`src/rtl/syscall_pkg.sv`:
```
// Shared syscall codes, FSM state encoding and console ASCII constants.
package syscall_pkg;

  localparam logic [31:0] CODE_PRINT_INT  = 32'd1;
  localparam logic [31:0] CODE_EXIT       = 32'd10;
  localparam logic [31:0] CODE_PRINT_CHAR = 32'd11;

  localparam logic [7:0] ASCII_ZERO  = 8'h30;
  localparam logic [7:0] ASCII_MINUS = 8'h2D;

  typedef enum logic [2:0] {
    ST_IDLE   = 3'd0,
    ST_CONV   = 3'd1,
    ST_SIGN   = 3'd2,
    ST_EMIT   = 3'd3,
    ST_DONE   = 3'd4,
    ST_HALTED = 3'd5
  } state_t;

  // Decimal digit to its ASCII character.
  function automatic logic [7:0] digit_ascii(input logic [3:0] d);
    return ASCII_ZERO + 8'(d);
  endfunction

endpackage

```
`src/rtl/div10_step.sv`:
```
// One combinational divide-by-10 step: quotient and remainder of a 32-bit value.
module div10_step (
  input  logic [31:0] value,
  output logic [31:0] quotient,
  output logic [3:0]  remainder
);

  // Quotient and decimal remainder of the current magnitude.
  always_comb begin
    quotient  = value / 32'd10;
    remainder = 4'(value % 32'd10);
  end

endmodule

```
`src/rtl/syscall_responder.sv`:
```
// Services print-int, print-char and exit syscalls; streams ASCII bytes to a console sink.
module syscall_responder
  import syscall_pkg::*;
#(
  parameter int unsigned MAX_DIGITS = 10
) (
  input  logic        clock,
  input  logic        reset,
  input  logic        sys_req,
  input  logic [31:0] v0,
  input  logic [31:0] a0,
  output logic        stall,
  output logic        halt,
  output logic [31:0] exit_code,
  output logic        out_valid,
  output logic [7:0]  out_data,
  input  logic        out_ready,
  output logic        err_unknown
);

  localparam int unsigned CW = $clog2(MAX_DIGITS + 1);
  localparam int unsigned IW = (MAX_DIGITS > 1) ? $clog2(MAX_DIGITS) : 1;

  state_t        state;
  logic [31:0]   mag;
  logic          neg;
  logic [CW-1:0] cnt;
  logic [3:0]    stack [MAX_DIGITS];

  logic [31:0]   quot;
  logic [3:0]    rem;
  logic [3:0]    top_digit;
  logic          push;
  logic          req_known;

  div10_step u_div10 (
    .value     (mag),
    .quotient  (quot),
    .remainder (rem)
  );

  // Stack top and request decode; the final non-negative digit bypasses the stack.
  always_comb begin
    top_digit = stack[IW'(cnt - CW'(1))];
    push      = (state == ST_CONV) && ((quot != 32'd0) || neg);
    req_known = (v0 == CODE_PRINT_INT) || (v0 == CODE_EXIT) || (v0 == CODE_PRINT_CHAR);
  end

  // Stall is combinational so the processor freezes in the request cycle itself.
  always_comb begin
    stall = 1'b0;
    case (state)
      ST_CONV, ST_SIGN, ST_EMIT, ST_HALTED: stall = 1'b1;
      ST_IDLE:                              stall = sys_req && req_known;
      default:                              stall = 1'b0;
    endcase
  end

  // Digit stack storage; validity is tracked solely by cnt.
  always_ff @(posedge clock) begin
    if (push && (cnt < CW'(MAX_DIGITS))) begin
      stack[IW'(cnt)] <= rem;
    end
  end

  // Syscall FSM with registered console, halt and error outputs.
  always_ff @(posedge clock or posedge reset) begin
    if (reset) begin
      state       <= ST_IDLE;
      mag         <= 32'd0;
      neg         <= 1'b0;
      cnt         <= '0;
      halt        <= 1'b0;
      exit_code   <= 32'd0;
      out_valid   <= 1'b0;
      out_data    <= 8'd0;
      err_unknown <= 1'b0;
    end else begin
      err_unknown <= 1'b0;
      case (state)
        ST_IDLE: begin
          if (sys_req) begin
            if (v0 == CODE_PRINT_INT) begin
              mag   <= a0[31] ? (~a0 + 32'd1) : a0;
              neg   <= a0[31];
              cnt   <= '0;
              state <= ST_CONV;
            end else if (v0 == CODE_PRINT_CHAR) begin
              cnt       <= '0;
              out_valid <= 1'b1;
              out_data  <= a0[7:0];
              state     <= ST_EMIT;
            end else if (v0 == CODE_EXIT) begin
              exit_code <= a0;
              halt      <= 1'b1;
              state     <= ST_HALTED;
            end else begin
              err_unknown <= 1'b1;
            end
          end
        end
        ST_CONV: begin
          mag <= quot;
          if (push) begin
            cnt <= cnt + CW'(1);
          end
          if (quot == 32'd0) begin
            out_valid <= 1'b1;
            out_data  <= neg ? ASCII_MINUS : digit_ascii(rem);
            state     <= neg ? ST_SIGN : ST_EMIT;
          end
        end
        ST_SIGN: begin
          if (out_ready) begin
            out_data <= digit_ascii(top_digit);
            cnt      <= cnt - CW'(1);
            state    <= ST_EMIT;
          end
        end
        ST_EMIT: begin
          if (out_ready) begin
            if (cnt == '0) begin
              out_valid <= 1'b0;
              state     <= ST_DONE;
            end else begin
              out_data <= digit_ascii(top_digit);
              cnt      <= cnt - CW'(1);
            end
          end
        end
        ST_DONE:   state <= ST_IDLE;
        ST_HALTED: state <= ST_HALTED;
        default:   state <= ST_IDLE;
      endcase
    end
  end

endmodule

```
`config.mk`:
```
export PLATFORM = sky130hd
export DESIGN_NAME = syscall_responder
export DESIGN_NICKNAME = d
export VERILOG_FILES = /design/src/rtl/syscall_pkg.sv /design/src/rtl/div10_step.sv /design/src/rtl/syscall_responder.sv
export SDC_FILE = /design/constraint.sdc
export NUM_CORES = 1
export LEC_CHECK = 0
export CAP_MARGIN = 20
export CELL_PAD_IN_SITES_DETAIL_PLACEMENT = 1
export CELL_PAD_IN_SITES_GLOBAL_PLACEMENT = 1
export CORE_ASPECT_RATIO = 1.1
export CORE_MARGIN = 4
export CORE_UTILIZATION = 53
export DETAILED_ROUTE_END_ITERATION = 6
export DONT_BUFFER_PORTS = 1
export GPL_TIMING_DRIVEN = 0
export PLACE_DENSITY_LB_ADDON = 0.1
export SLEW_MARGIN = 20
export SYNTH_ARGS = -nofsm -noshare
export SYNTH_HDL_FRONTEND = slang
export SYNTH_SLANG_ARGS = --single-unit
export TNS_END_PERCENT = 100
```
`constraint.sdc`:
```
create_clock -name clock -period 30.9 [get_ports clock]
set_input_delay 3.09 -clock clock [delete_from_list [all_inputs] [get_ports clock]]
set_output_delay 3.09 -clock clock [all_outputs]
set_load 0.01 [all_outputs]
```
Word-level counts from Yosys, hierarchy flattened
Memory sizes are Yosys's and may differ from the RTL's.
Cells that the tools add are included.

storage, ports and cells
  register bits = 83
  bits in writable memories = 40
  output and inout port bits = 44
  word-level logic and storage cells = 107
  memories kept = 1

memory list
  name   depth  bits a word  rd ports  clocked after memory_dff  wr ports  line                     text
  stack  10     4            1         0                         1         syscall_responder.sv:28  logic [3:0] stack [MAX_DIGITS];

operators by class
  add/sub/neg operators = 5
  div/mod/pow operators = 2
  $lt $le $gt $ge = 1
  equality and inequality tests = 19
  multiplexer cells = 46
  bitwise operators = 3
  reduce and logical (&&, ||, !) cells = 21

operators by type and width
  kind                     number
  $mux W32                 3
  $eq A32 B4 Y1 const B    2
  $pmux W32 S2             1
  $mux W8                  7
  $add A32 B1 Y32 const B  1
  $div A32 B4 Y32 const B  1
  $eq A32 B1 Y1 const B    1
  $logic_not A32 Y1        1
  $mod A32 B4 Y32 const B  1
  $not A32 Y32             1
  $pmux W8 S4              1
  $reduce_bool A32 Y1      1
  $mux W4                  7
  $mux W3                  8
  $ne A2 B2 Y1 const B     9
  $pmux W4 S4              1
  $pmux W3 S5              1
  $add A6 B4 Y7 const A    2
  $mux W1                  14
  $reduce_and A7 Y1        2
  $reduce_and A8 Y1        1
  $mux W7                  1
  $eq A3 B2 Y1 const B     2
  $reduce_and A3 Y1        2
  21 further kinds         26

Depth between registers and ports, before layout
  word-level depth = 7
  gate-level depth with buffers = 52
  mapped depth without buffers = 42

Cells and area by module
From an unflattened synthesis, not the netlist that was laid out.

unflattened totals
  cell total of the unflattened synthesis = 1382
  area total of the unflattened synthesis = 11647.4 sq um

by module, submodules not included
  module             instances  cells each  area an instance (sq um)  seq. area each (sq um)
  syscall_responder  1          573         6267.3                    3278.1
  div10_step         1          809         5380.2                    0.0

Least setup slack after synthesis
OpenSTA, ideal clock, no wires.

  kind = register to register
  from = register mag[29]
  to = memory stack[0][0] (enable)
  setup time = 0.329 ns
  arrival = 10.642 ns
  data required time = 30.571 ns
  setup slack = 19.929 ns
  stages on the path, launching flop included = 47
  path buffers = 5
  cell sequence = dfrtp_1 -> nand2b_1 -> buf_2 -> a22o_1 -> o31a_1 -> or2_1 -> o311a_1 -> and2_1 -> buf_6 -> o21ai_1 -> o221ai_1 -> and4_4 -> or3_1 -> buf_2 -> or3_1 -> o22a_1 -> buf_6 -> nand3_1 -> [11 not listed] -> o311ai_1 -> mux2i_1 -> and2_1 -> buf_2 -> or4_1 -> and4_1 -> nand4_1 -> o31ai_1 -> a22o_1 -> maj3_2 -> o21a_1 -> o21ai_4 -> mux2i_1 -> o211ai_1 -> a31oi_4 -> o31ai_1 -> or3_1 -> nor2_1

between the ends
  word-level cells in the longest chain between the ends = 7

RTL lines
  element                        line                      text
  start, declared                syscall_responder.sv:25   logic [31:0] mag;
  start signal, assigned         syscall_responder.sv:84   mag <= a0[31] ? (~a0 + 32'd1) : a0;
  start signal, assigned         syscall_responder.sv:103  mag <= quot;
  $div A32 B4 Y32                div10_step.sv:10          quotient = value / 32'd10;
  $reduce_bool A32 Y1            syscall_responder.sv:45   push = (state == ST_CONV) && ((quot != 32'd0) || neg);
  $logic_or A1 B1 Y1             syscall_responder.sv:45
  $logic_and A1 B1 Y1            syscall_responder.sv:45
  $logic_and A1 B1 Y1            syscall_responder.sv:61   if (push && (cnt < CW'(MAX_DIGITS))) begin
  $mux W1                        syscall_responder.sv:61
  $mux W1 (not written as such)  syscall_responder.sv:62   stack[IW'(cnt)] <= rem;
  end, declared                  syscall_responder.sv:28

No other way between the ends.

Final worst setup path
  from = register mag[26]
  to = register out_data[1]

between the ends
  word-level cells in the longest chain between the ends = 5
  elaborated cells on any way between the ends = 9
  classes of those cells = add/sub: 1; div: 2; eq/ne: 1; mux: 3; reduce/logical: 2

RTL lines
  element               line                      text
  $mod A32 B4 Y32       div10_step.sv:11          remainder = 4'(value % 32'd10);
  via rem[1]            syscall_responder.sv:31   logic [3:0] rem;
  $add A6 B4 Y7         syscall_pkg.sv:22         return ASCII_ZERO + 8'(d);
  $mux W7               syscall_responder.sv:109  out_data <= neg ? ASCII_MINUS : digit_ascii(rem);
  $mux W8               syscall_responder.sv:107  if (quot == 32'd0) begin
  $pmux W8 S4           syscall_responder.sv:80   case (state)
  end signal, assigned  syscall_responder.sv:91   out_data <= a0[7:0];
  end signal, assigned  syscall_responder.sv:109
  end signal, assigned  syscall_responder.sv:115  out_data <= digit_ascii(top_digit);
  end, declared         syscall_responder.sv:16   output logic [7:0] out_data,

The timed path passes the listed nets, and every way through them passes these cells. The select of a mux whose other input is x is not followed.
A chain may end at the register's enable or synchronous reset.

==> results_dict.tcl <==
set metrics [dict create \
    outcome "finished, final reports clean" \
    clock_path_buffers 2 \
    die_w_um 147 \
    netlist_area_sq_mm 0.0112 \
    skew_ps 10.9 \
    io_buffers 0 \
    die-area_sq_mm 0.0236 \
    timing.setup.critical_path_class "reg2reg" \
    row_count 55 \
    path_common_cell "and2_1" \
    gp_congestion 0.933 \
    synth_top_area_share_pct 18.5 \
    start_kind "flip-flop" \
    slowest_delay_ps 920 \
    finalCritPeriodShare_pct 45.1 \
    grt_overflow 0 \
    postRouteWirelength_mm 39.5 \
    dp_hpwl_mm 29.1 \
    fin_ws_ps 16960 \
    end_kind "flip-flop" \
    synth_edf_count 40 \
    core_sq_mm 0.0207 \
    grt_util_all_layers_pct 32.7 \
    max_slew_margin_pct 23.9 \
    grt_pass1_vias 11620 \
    wl_per_cell_um 23.6 \
    netlist_instances 1357 \
    cts_tree "built" \
    vias_per_cell 6.83 \
    cts_setup_buffers 0 \
    clock_latency_ps 440 \
    hp-class "reg2reg" \
    ys_warn_count 0 \
    path_max_fanout 11 \
    cts_sinks 123 \
    tightest_slew_ps 1130 \
    vias 11446 \
    antenna_cells 0 \
    io_pins 112 \
    start_util_pct 54.2 \
    setup_tns_ps 0 \
    drt_first_pass_iters 5 \
    clk_pin_slew_ps 60 \
    die_h_um 161 \
    slew_viol_final 0 \
    synth_top_flop_cell "dfrtp_1" \
    synth_area_leaders "dfrtp_1 19%, edfxtp_1 11%, nor2_1 4.7%" \
    required_ps 31260 \
    yosysSeqAreaShare_pct 29.2 \
    dp_slack_ps 17320 \
    fill_cells 2471 \
    slowest_stage "xnor2_1" \
    min_period_ps 13940 \
    synthArstFlopShare_pct 67.5 \
    area_growth_pct 8.32 \
    rsz0062_at_grt "false" \
    avgSynthCellArea_sq_um 8.27 \
    drtIter0Drc 750 \
    final_nets 1451 \
    cts_buffers 17 \
    hold_violations 0 \
    ant_nets 0 \
    cts_resized 0 \
    grt_max_degree 45 \
    cts_root_buf "clkbuf_16" \
    antenna_found_initial 0 \
    grt_pass1_wl_mm 63.4 \
    layout-drive-gt1-share_pct 11.3 \
    clock.fmax_mhz 71.7 \
    ys_seq_elements 123 \
    netlist-cell-type-count 116 \
    htreeDepth 4 \
    syn-num-nets 1431 \
    finalSetupViolCount 0 \
    synth_commonest_cells "140 x nor2_1, 123 x nand2_1, 90 x a21oi_1" \
    arrival_ps 14300 \
    ctsHoldBuffers 0 \
    yosys.cell_count.top_type "nor2_1" \
    synth_top_area_cell "dfrtp_1" \
    maxCapViolations 0 \
    drc 0 \
]
==> final cells by class <==
| cell class | instances | area (sq um) | share of cell area, % |
|---|---|---|---|
| Buffer | 92 | 409 | 3.37 |
| Clock buffer | 18 | 429 | 3.53 |
| Clock inverter | 14 | 114 | 0.937 |
| Inverter | 51 | 194 | 1.60 |
| Multi-Input combinational cell | 1091 | 7340 | 60.4 |
| Sequential cell | 123 | 3280 | 27.0 |
| Tap cell | 285 | 357 | 2.93 |
| Timing Repair Buffer | 1 | 27.5 | 0.227 |
==> sequential cells by signal, summed over array words and instances, names as in the netlist <==
name	flops
out_valid	1
neg	1
exit_code	32
err_unknown	1
mag	32
state	3
cnt	4
stack	40
halt	1
out_data	8
==> per-stage QoR <==
step / instance area, sq um / util, % / hold WS, ps / cells
finish: 12200 / 58.7 / 546 / 1675
global route: 12200 / 58.7 / 575 / 1675
CTS: 12100 / 58.6 / 546 / 1675
detailed placement: 11600 / 56.0 / 532 / 1643
global placement: 11600 / 55.9 / 527 / 1642
floorplan: 11200 / - / 493 / 1357
==> layout by cell type, fill, tap and decap left out, drive strengths merged, types with 15 or more instances in the layout <==
master	n
or3	16
nor2	141
buf	29
a211oi	23
xnor2	39
a21oi	93
and2	15
nor3	36
o31ai	21
clkbuf	82
mux2	41
nor4	19
o21ai	99
inv	54
mux2i	26
xor2	20
dfrtp	83
o211ai	23
edfxtp	40
nand2	125
nand4	23
nand3	42
a31oi	18
==> critical path: cells and delay by family, from the launching register on <==
family / cells / cell delay [ps]
xor gates and xnor gates: 3 / 1740
muxes: 5 / 1750
DFF: 1 / 430
AOI/OAI and AO/OA: 17 / 4640
and+or+nand+nor: 15 / 4100
buffers and inverters: 5 / 1150
==> cells by family after synthesis <==
family / count (synthesis) / share of synthesized area (%)
multiplexers: 76 / 8.56
adder cells (fa/ha/maj): 11 / 1.13
flip-flops: 123 / 29.2
AND/OR/NAND/NOR: 488 / 21.4
XOR/XNOR: 59 / 4.74
AO/OA/AOI/OAI: 457 / 29.6
buffers and inverters: 143 / 5.35
==> final timing paths <==
kind / to / cells after the start / slack, ps / start
worst max-delay path: out_data[1] / 45 / 16960 / mag[26]
worst min-delay path: halt / 1 / 550 / halt
worst max register to register: out_data[1] / 45 / 16960 / mag[26]
worst min register to register: halt / 1 / 550 / halt
max in group asynchronous: out_data[6] / 2 / 27680 / reset
min in group asynchronous: mag[31] / 1 / 2580 / reset
==> metal layers <==
metal | GRT usage [%] | up-vias | wire (um)
li1 | - | 5230 | -
met1 | 41.8 | 5746 | 16300
met2 | 55.9 | 393 | 19500
met3 | 5.70 | 77 | 2370
met4 | 11.0 | 0 | 1260
met5 | 0 | - | 0
Power is not shown: default switching activity piles up to over one toggle a cycle in this logic, so the estimate is an artifact.
